==> src/rtl/siso_shift_sched_if.sv <==
// Request/serial-lane bundle for siso_shift_sched: producers drive master, the scheduler sits on slave.
interface siso_shift_sched_if #(
  parameter int NREQ  = 2,
  parameter int WIDTH = 4
);
  localparam int IDW = $clog2(NREQ);

  logic [NREQ-1:0]       req;
  logic [NREQ*WIDTH-1:0] data_in;
  logic [NREQ-1:0]       ack;
  logic [NREQ-1:0]       done;
  logic [IDW-1:0]        gnt_id;
  logic                  sout;
  logic                  shift_en;
  logic                  frame;
  logic                  busy;

  modport master (
    output req, data_in,
    input  ack, done, gnt_id, sout, shift_en, frame, busy
  );

  modport slave (
    input  req, data_in,
    output ack, done, gnt_id, sout, shift_en, frame, busy
  );
endinterface

==> src/rtl/siso_shift_sched.sv <==
// Round-robin scheduler serialising one requester's word LSB-first onto a shared SISO lane.
// Optional SISO_SHIFT_PARITY_EN appends an even-parity bit after the MSB of each frame.
module siso_shift_sched #(
  parameter int NREQ  = 2,
  parameter int WIDTH = 4,
  parameter int GAP   = 1
) (
  input  logic              clk,
  input  logic              reset,
  siso_shift_sched_if.slave bus
);
  localparam int IDW = $clog2(NREQ);
`ifdef SISO_SHIFT_PARITY_EN
  localparam int FLEN = WIDTH + 1;
`else
  localparam int FLEN = WIDTH;
`endif
  localparam int CW = $clog2(WIDTH + 2);
  localparam int GW = 4;
  localparam logic [CW-1:0] CNT_LAST = CW'(FLEN - 1);
  localparam logic [GW-1:0] GAP_LAST = GW'((GAP == 0) ? 0 : GAP - 1);

  typedef enum logic [1:0] {IDLE, SHIFT, GAPS} state_t;

  state_t          state_q, state_d;
  logic [FLEN-1:0] shreg_q;
  logic [CW-1:0]   cnt_q;
  logic [GW-1:0]   gap_q;
  logic [IDW-1:0]  gnt_q;
  logic [IDW-1:0]  last_q;
  logic [IDW-1:0]  win;
  logic [WIDTH-1:0] word;
  logic [NREQ-1:0] gnt_oh;

  // First asserted request strictly after the previous winner, wrapping around.
  function automatic logic [IDW-1:0] rr_pick(input logic [NREQ-1:0] r,
                                             input logic [IDW-1:0]  last);
    logic [IDW-1:0] pick;
    logic           found;
    int             idx;
    pick  = '0;
    found = 1'b0;
    for (int k = 1; k <= NREQ; k++) begin
      idx = (int'(last) + k) % NREQ;
      if (!found && r[idx]) begin
        pick  = IDW'(idx);
        found = 1'b1;
      end
    end
    return pick;
  endfunction

  function automatic logic [FLEN-1:0] frame_word(input logic [WIDTH-1:0] w);
`ifdef SISO_SHIFT_PARITY_EN
    return {^w, w};
`else
    return w;
`endif
  endfunction

  assign win    = rr_pick(bus.req, last_q);
  assign word   = bus.data_in[int'(win)*WIDTH +: WIDTH];
  assign gnt_oh = NREQ'(1) << gnt_q;

  always_ff @(posedge clk or negedge reset) begin
    if (!reset) state_q <= IDLE;
    else        state_q <= state_d;
  end

  always_comb begin
    state_d = state_q;
    case (state_q)
      IDLE:    if (|bus.req) state_d = SHIFT;
      SHIFT:   if (cnt_q == CNT_LAST) state_d = (GAP == 0) ? IDLE : GAPS;
      GAPS:    if (gap_q == GAP_LAST) state_d = IDLE;
      default: state_d = IDLE;
    endcase
  end

  // Capture on grant, then shift one bit per clock; cnt stops at FLEN so it never wraps.
  always_ff @(posedge clk or negedge reset) begin
    if (!reset) begin
      shreg_q <= '0;
      cnt_q   <= '0;
      gap_q   <= '0;
      gnt_q   <= '0;
      last_q  <= IDW'(NREQ - 1);
    end else begin
      case (state_q)
        IDLE: begin
          if (|bus.req) begin
            shreg_q <= frame_word(word);
            cnt_q   <= '0;
            gnt_q   <= win;
            last_q  <= win;
          end
        end
        SHIFT: begin
          shreg_q <= shreg_q >> 1;
          cnt_q   <= cnt_q + 1'b1;
          gap_q   <= '0;
        end
        GAPS:    gap_q <= gap_q + 1'b1;
        default: ;
      endcase
    end
  end

  always_comb begin
    bus.sout     = 1'b0;
    bus.shift_en = 1'b0;
    bus.frame    = 1'b0;
    bus.ack      = '0;
    bus.done     = '0;
    bus.busy     = (state_q != IDLE);
    bus.gnt_id   = gnt_q;
    if (state_q == SHIFT) begin
      bus.sout     = shreg_q[0];
      bus.shift_en = 1'b1;
      bus.frame    = 1'b1;
      if (cnt_q == '0)      bus.ack  = gnt_oh;
      if (cnt_q == CNT_LAST) bus.done = gnt_oh;
    end
  end
endmodule
==> src/flat_wrapper.sv <==
// flat-port wrapper written by rule: the top's interface ports become plain ports
module siso_shift_sched_flat 
#(
  parameter int NREQ  = 2,
  parameter int WIDTH = 4,
  parameter int GAP   = 1
)
  (clk, reset, bus_req, bus_data_in, bus_ack, bus_done, bus_gnt_id, bus_sout, bus_shift_en, bus_frame, bus_busy);
  siso_shift_sched_if #(.NREQ(NREQ), .WIDTH(WIDTH)) bus_i ();
  input  logic clk;
  input  logic reset;
  input wire logic [$bits(bus_i.req)-1:0] bus_req;
  input wire logic [$bits(bus_i.data_in)-1:0] bus_data_in;
  output wire logic [$bits(bus_i.ack)-1:0] bus_ack;
  output wire logic [$bits(bus_i.done)-1:0] bus_done;
  output wire logic [$bits(bus_i.gnt_id)-1:0] bus_gnt_id;
  output wire logic [$bits(bus_i.sout)-1:0] bus_sout;
  output wire logic [$bits(bus_i.shift_en)-1:0] bus_shift_en;
  output wire logic [$bits(bus_i.frame)-1:0] bus_frame;
  output wire logic [$bits(bus_i.busy)-1:0] bus_busy;
  assign bus_i.req = bus_req;
  assign bus_i.data_in = bus_data_in;
  assign bus_ack = bus_i.ack;
  assign bus_done = bus_i.done;
  assign bus_gnt_id = bus_i.gnt_id;
  assign bus_sout = bus_i.sout;
  assign bus_shift_en = bus_i.shift_en;
  assign bus_frame = bus_i.frame;
  assign bus_busy = bus_i.busy;
  siso_shift_sched #(.NREQ(NREQ), .WIDTH(WIDTH), .GAP(GAP)) u_core (.clk(clk), .reset(reset), .bus(bus_i));
endmodule
==> config.mk <==
export PLATFORM = sky130hd
export DESIGN_NAME = siso_shift_sched_flat
export DESIGN_NICKNAME = d
export VERILOG_FILES = /design/src/rtl/siso_shift_sched_if.sv /design/src/rtl/siso_shift_sched.sv /design/src/flat_wrapper.sv
export SDC_FILE = /design/constraint.sdc
export NUM_CORES = 1
export LEC_CHECK = 0
export ABC_AREA = 1
export CAP_MARGIN = 20
export CORE_AREA = 2 2 47 49
export DETAILED_ROUTE_END_ITERATION = 12
export DIE_AREA = 0 0 49 51
export GPL_ROUTABILITY_DRIVEN = 0
export PLACE_DENSITY = 0.86
export REMOVE_ABC_BUFFERS = 1
export SYNTH_ARGS = -nofsm -noshare
export SYNTH_HDL_FRONTEND = slang
export SYNTH_SLANG_ARGS = --single-unit
==> constraint.sdc <==
create_clock -name clk -period 1.4 [get_ports clk]
set_input_delay 0.28 -clock clk [delete_from_list [all_inputs] [get_ports clk]]
set_output_delay 0.28 -clock clk [all_outputs]
set_load 0.05 [all_outputs]
# After elaboration in Yosys (flattened, before gate mapping)
# Index checks and enable logic that the tools add are counted.
[word_totals]
ff_bits = 15
output_inout_bits = 9
wordCells = 58
[op_classes]
addsub = 4
order_cmp = 2
eq_ne = 6
shift = 2
n_mux = 24
bitwise = 2
reduce_logical = 12
[op_table]
columns = ["operator", "n"]
rows = [
  ["$pmux 4 s2", 2],
  ["$mux 2", 7],
  ["$mux 1", 11],
  ["$shiftx 8x4->4", 1],
  ["$lt 2x3->1 const B", 2],
  ["$ne 2x1->1 const B", 3],
  ["$pmux 2 s3", 1],
  ["$pmux 3 s2", 1],
  ["$reduce_bool 2->1", 3],
  ["$add 4x1->4 const B", 1],
  ["$logic_not 4->1", 1],
  ["$mux 4", 1],
  ["$reduce_and 2->1", 2],
  ["$add 3x1->3 const B", 1],
  ["$eq 3x2->1 const B", 1],
  ["$logic_not 3->1", 1],
  ["$mux 3", 1],
  ["$reduce_and 3->1", 1],
  ["$add 1x1->1 const B", 2],
  ["$and 1x1->1 const A", 2],
  ["$eq 2x1->1 const B", 1],
  ["$eq 2x2->1 const B", 1],
  ["$logic_not 2->1", 1],
  ["$reduce_or 2->1", 1],
  ["3 further kinds", 3],
]

# Logic depth before layout (Yosys ltp)
[logic_depth]
ltp_word = 12
ltp_mapped = 8
depth_no_buf = 8

# Worst setup path before layout
# OpenSTA, ideal clock, no wires.
[synth_path]
kind = "reg-to-output"
start = "reg u_core.state_q[1]"
end = "out bus_done[1]"
t_arrival_ns = 2.346
setup_slack_ns = -1.226
stages_incl_launch_ff = 5
cell_sequence = "dfrtp_1 -> inv_1 -> ha_1 -> inv_4 -> nor3_1"
[synth_between]
elab_chain_cells = 2
[synth_rtl]
columns = ["item", "line", "source"]
rows = [
  ["start, declared", "siso_shift_sched.sv:25", "state_t state_q, state_d;"],
  ["start signal, assigned", "siso_shift_sched.sv:67", "else state_q <= state_d;"],
  ["$eq 2x1->1", "siso_shift_sched.sv:117", "if (state_q == SHIFT) begin"],
  ["$mux 2", "siso_shift_sched.sv:117", ""],
  ["end, declared", "flat_wrapper.sv:15", "output wire logic [$bits(bus_i.done)-1:0] bus_done;"],
]
# No other way between the ends.

# Final worst setup path
# Same ends and word-level chain as after synthesis.

==> impl_metrics.py <==
metrics = {
    "sta": {
        "timing.final.crit_period_ns": 1.784,
        "whs_ns": 0.2939,
        "slew_headroom": 0.7581,
        "tightestPinTransition_ns": 0.3629,
        "max_freq_mhz": 560.4,
        "maxSlewViolCount": 0,
        "finalWorstSetupSlack_ns": -0.3843,
        "rsz0062_at_grt": "yes",
        "finalHoldViolations": 0,
        "setup_violations": 18,
        "fin_skew_ns": 0.005180,
        "finalCritPeriodShare": 1.275,
    },
    "detailed_routing": {
        "wirelength_um": 2750,
        "drt_iter0_drc": 23,
        "firstDrtPassIters": 4,
        "viasPerCell": 5.057,
        "drc": 0,
        "antenna_left": 0,
        "wire_per_inst_um": 14.25,
        "vias": 976,
    },
    "power": {
        "power_density_mw_per_mm2": 2333,
        "clockPowerShare": 0.066,
        "combPwrFrac": 0.733,
        "ir_worst_vdd_mv": 1.336,
        "leakage_nw": 0.7822,
        "switching_share": 0.4752,
        "p_int_w": 0.002003,
        "switching_power_w": 0.001814,
        "seqPwrFrac": 0.200,
        "power_w": 0.003818,
    },
    "setup_path": {
        "worstSetupPathType": "flop to primary output",
        "ff2ff_path_depth": 9,
        "startpoint_type": "flop",
        "r2r_slack_ns": -0.08,
        "critPathCapture": "bus_done[1]",
        "cp_cell_sequence": "inv_2, ha_4, inv_4, nor3_4, buf_6, buf_12",
        "rr_endpoint": "u_core.state_q[0]",
        "cp.arrival_ns": 1.50,
        "cpPeakStageDelay_ns": 0.41,
        "slowest_stage": "dfrtp_1",
        "path_max_fanout": 4,
        "cp-startpoint": "u_core.state_q[1]",
        "r2r_start": "u_core.state_q[1]",
        "cp_data_required_time_ns": 1.12,
        "end_kind": "primary output",
    },
    "logic_synthesis": {
        "synth_cell_types": 20,
        "synth_top_area_frac": 0.3704,
        "synth.avg_cell_area_sq_um": 7.883,
        "synthArstFlopShare": 1.000,
        "synth-main-ff-cell": "dfrtp_1",
        "synth-seq-area-share": 0.3981,
        "synth_common_cells": "nand2_1, nand3_1, dfrtp_1, inv_1",
        "yosys_warnings": 0,
        "synth_area_sq_um": 945.9,
        "synth_seq_cells": 15,
        "synth-edff-count": 0,
        "ys_top_cells_by_area": "dfrtp_1, nand2_1, ha_1",
        "syn_inst": 120,
        "synth.most_common_cell": "nand2_1",
        "post-synth-top-area-cell": "dfrtp_1",
    },
    "cells_and_area": {
        "nFillCells": 120,
        "final-seq-area_sq_um": 376.6,
        "nNetsFinal": 187,
        "multi_input_area_sq_um": 654.4,
        "n_antenna_cell": 0,
        "area_growth_pct": 73.02,
        "stdcell_count": 193,
        "final_layout_size_suffix_gt1_frac": 0.4364,
        "fin_area_sq_mm": 0.001637,
    },
    "clocking": {
        "cts_tree": "built",
        "cts_sinks": 15,
        "clk_pin_slew_ns": 0.09,
        "clk_latency_ns": 0.29,
        "cts_root_buf": "clkbuf_4",
        "numCtsBuffers": 3,
        "cts_max_path_buffers": 2,
        "cts.htree.levels": 1,
    },
    "run_status": {
        "violations": "negative setup slack",
        "status": "finished with violations",
    },
    "placed_design": {
        "dp_cells": 180,
        "place_area_sq_mm": 0.001361,
        "dpl.hpwl_um": 1825,
        "io_buffers": 20,
    },
    "flow_run": {
        "maxCapViolations": 0,
    },
    "floorplan": {
        "core_area_sq_mm": 0.002063,
        "pin_count": 21,
        "die_x_um": 49,
        "start_util": 0.4585,
        "placement_rows": 17,
        "die_y_um": 51,
        "dieArea_sq_mm": 0.002499,
    },
    "global_route": {
        "grt_overflow_total": 0,
        "grt_max_degree": 16,
        "grt_pass1_wl_um": 4636,
        "grt_pass1_vias": 1015,
        "antenna_found_initial": 0,
        "groute.usage.overall": 0.2466,
    },
    "worst_hold_path": {
        "hold_path_class": "input pin to async pin",
    },
}
-- cells by family (layout without fill, tap and decap cells) --
logic type | after synthesis | after routing | synth area share
AO/OA/AOI/OAI | 8 | 8 | 0.04629
XOR/XNOR | 1 | 1 | 0.009261
buffers and inverters | 17 | 62 | 0.07672
flip-flops | 15 | 15 | 0.3982
adder cells (fa/ha/maj) | 9 | 9 | 0.1190
AND/OR/NAND/NOR | 70 | 70 | 0.3505
-- registers in the layout, indices dropped and copies added (netlist names) --
name               cells
u_core.bus.gnt_id      1
u_core.cnt_q           3
u_core.gap_q           4
u_core.last_q          1
u_core.shreg_q         4
u_core.state_q         2
-- worst max-delay path, delay by kind of cell, from the launching register on --
family	cells	cell delay (ns)
fa+ha+maj	1	0.19
flops	1	0.41
simple gates	1	0.21
buf+inv	4	0.41
-- per-stage QoR --
step                worst slack [ns]    util  TNS, ns
detailed placement           -0.2011  0.6598   -1.283
finish                       -0.3843  0.7932   -2.539
global route                 -0.4452  0.7932   -3.538
global placement            -0.06764  0.6598  -0.4632
CTS                          -0.3296  0.7677   -1.631
floorplan                     -1.556       -   -11.80
-- routing by layer --
metal	share of wire	routed length, um	vias to the layer above	GRT usage
li1	-	-	471	-
met4	0.028	76	0	0.09524
met3	0.025	69	8	0.02047
met2	0.60	1657	29	0.5183
met5	0	0	-	0
met1	0.34	946	468	0.2477
-- placed cells by master, fill, tap and decap left out, types with 4 or more instances in the layout --
master / synthesis / routed
dfrtp_1: 14 / 14
nor2_1: 9 / 4
inv_1: 14 / 10
nor2_2: 2 / 4
buf_6: 0 / 5
buf_12: 0 / 9
nand2_1: 35 / 30
ha_1: 9 / 4
nand2_2: 1 / 6
nand3_1: 15 / 12
nor2_4: 1 / 4
clkdlybuf4s50_1: 0 / 11
buf_4: 1 / 17
o21ai_0: 6 / 4
-- area by class of cell --
class                           count  area share
Multi-Input combinational cell     88      0.3998
Tap cell                           28     0.02141
Timing Repair Buffer               42      0.2898
Clock buffer                        4     0.01606
Inverter                           16     0.04281
Sequential cell                    15      0.2301
-- power by group through the flow --
stage,clock network [W],registers (W),logic (W)
2_1_floorplan,0,0.000759,0.00115
3_3_place_gp,0,0.000726,0.00197
3_5_place_dp,0,0.000737,0.00207
4_1_cts,0.000260,0.000747,0.00259
5_1_grt,0.000279,0.000783,0.00300
6_report,0.000253,0.000765,0.00280
-- how the worst min path moves through the flow --
stage | start | end | slack [ns] | cells after the start
floorplan | reset | u_core.bus.gnt_id | -0.02 | 0
global placement | u_core.last_q | u_core.last_q | 0.46 | 2
detailed placement | u_core.shreg_q[3] | u_core.shreg_q[3] | 0.47 | 2
CTS | reset | u_core.gap_q[2] | 0.29 | 2
global route | reset | u_core.gap_q[2] | 0.31 | 2
finish | reset | u_core.gap_q[2] | 0.29 | 2
-- repair_timing --
item | 4_1_cts | 5_1_grt
setup endpoints to repair | 18 | 20
gates resized for setup | 34 | 16
buffers inserted | 9 | 5
hold buffers | 0 | 0
pin swaps | 12 | 10
cloned | 0 | 0
Note: power is estimated with default switching activity, not from simulation.
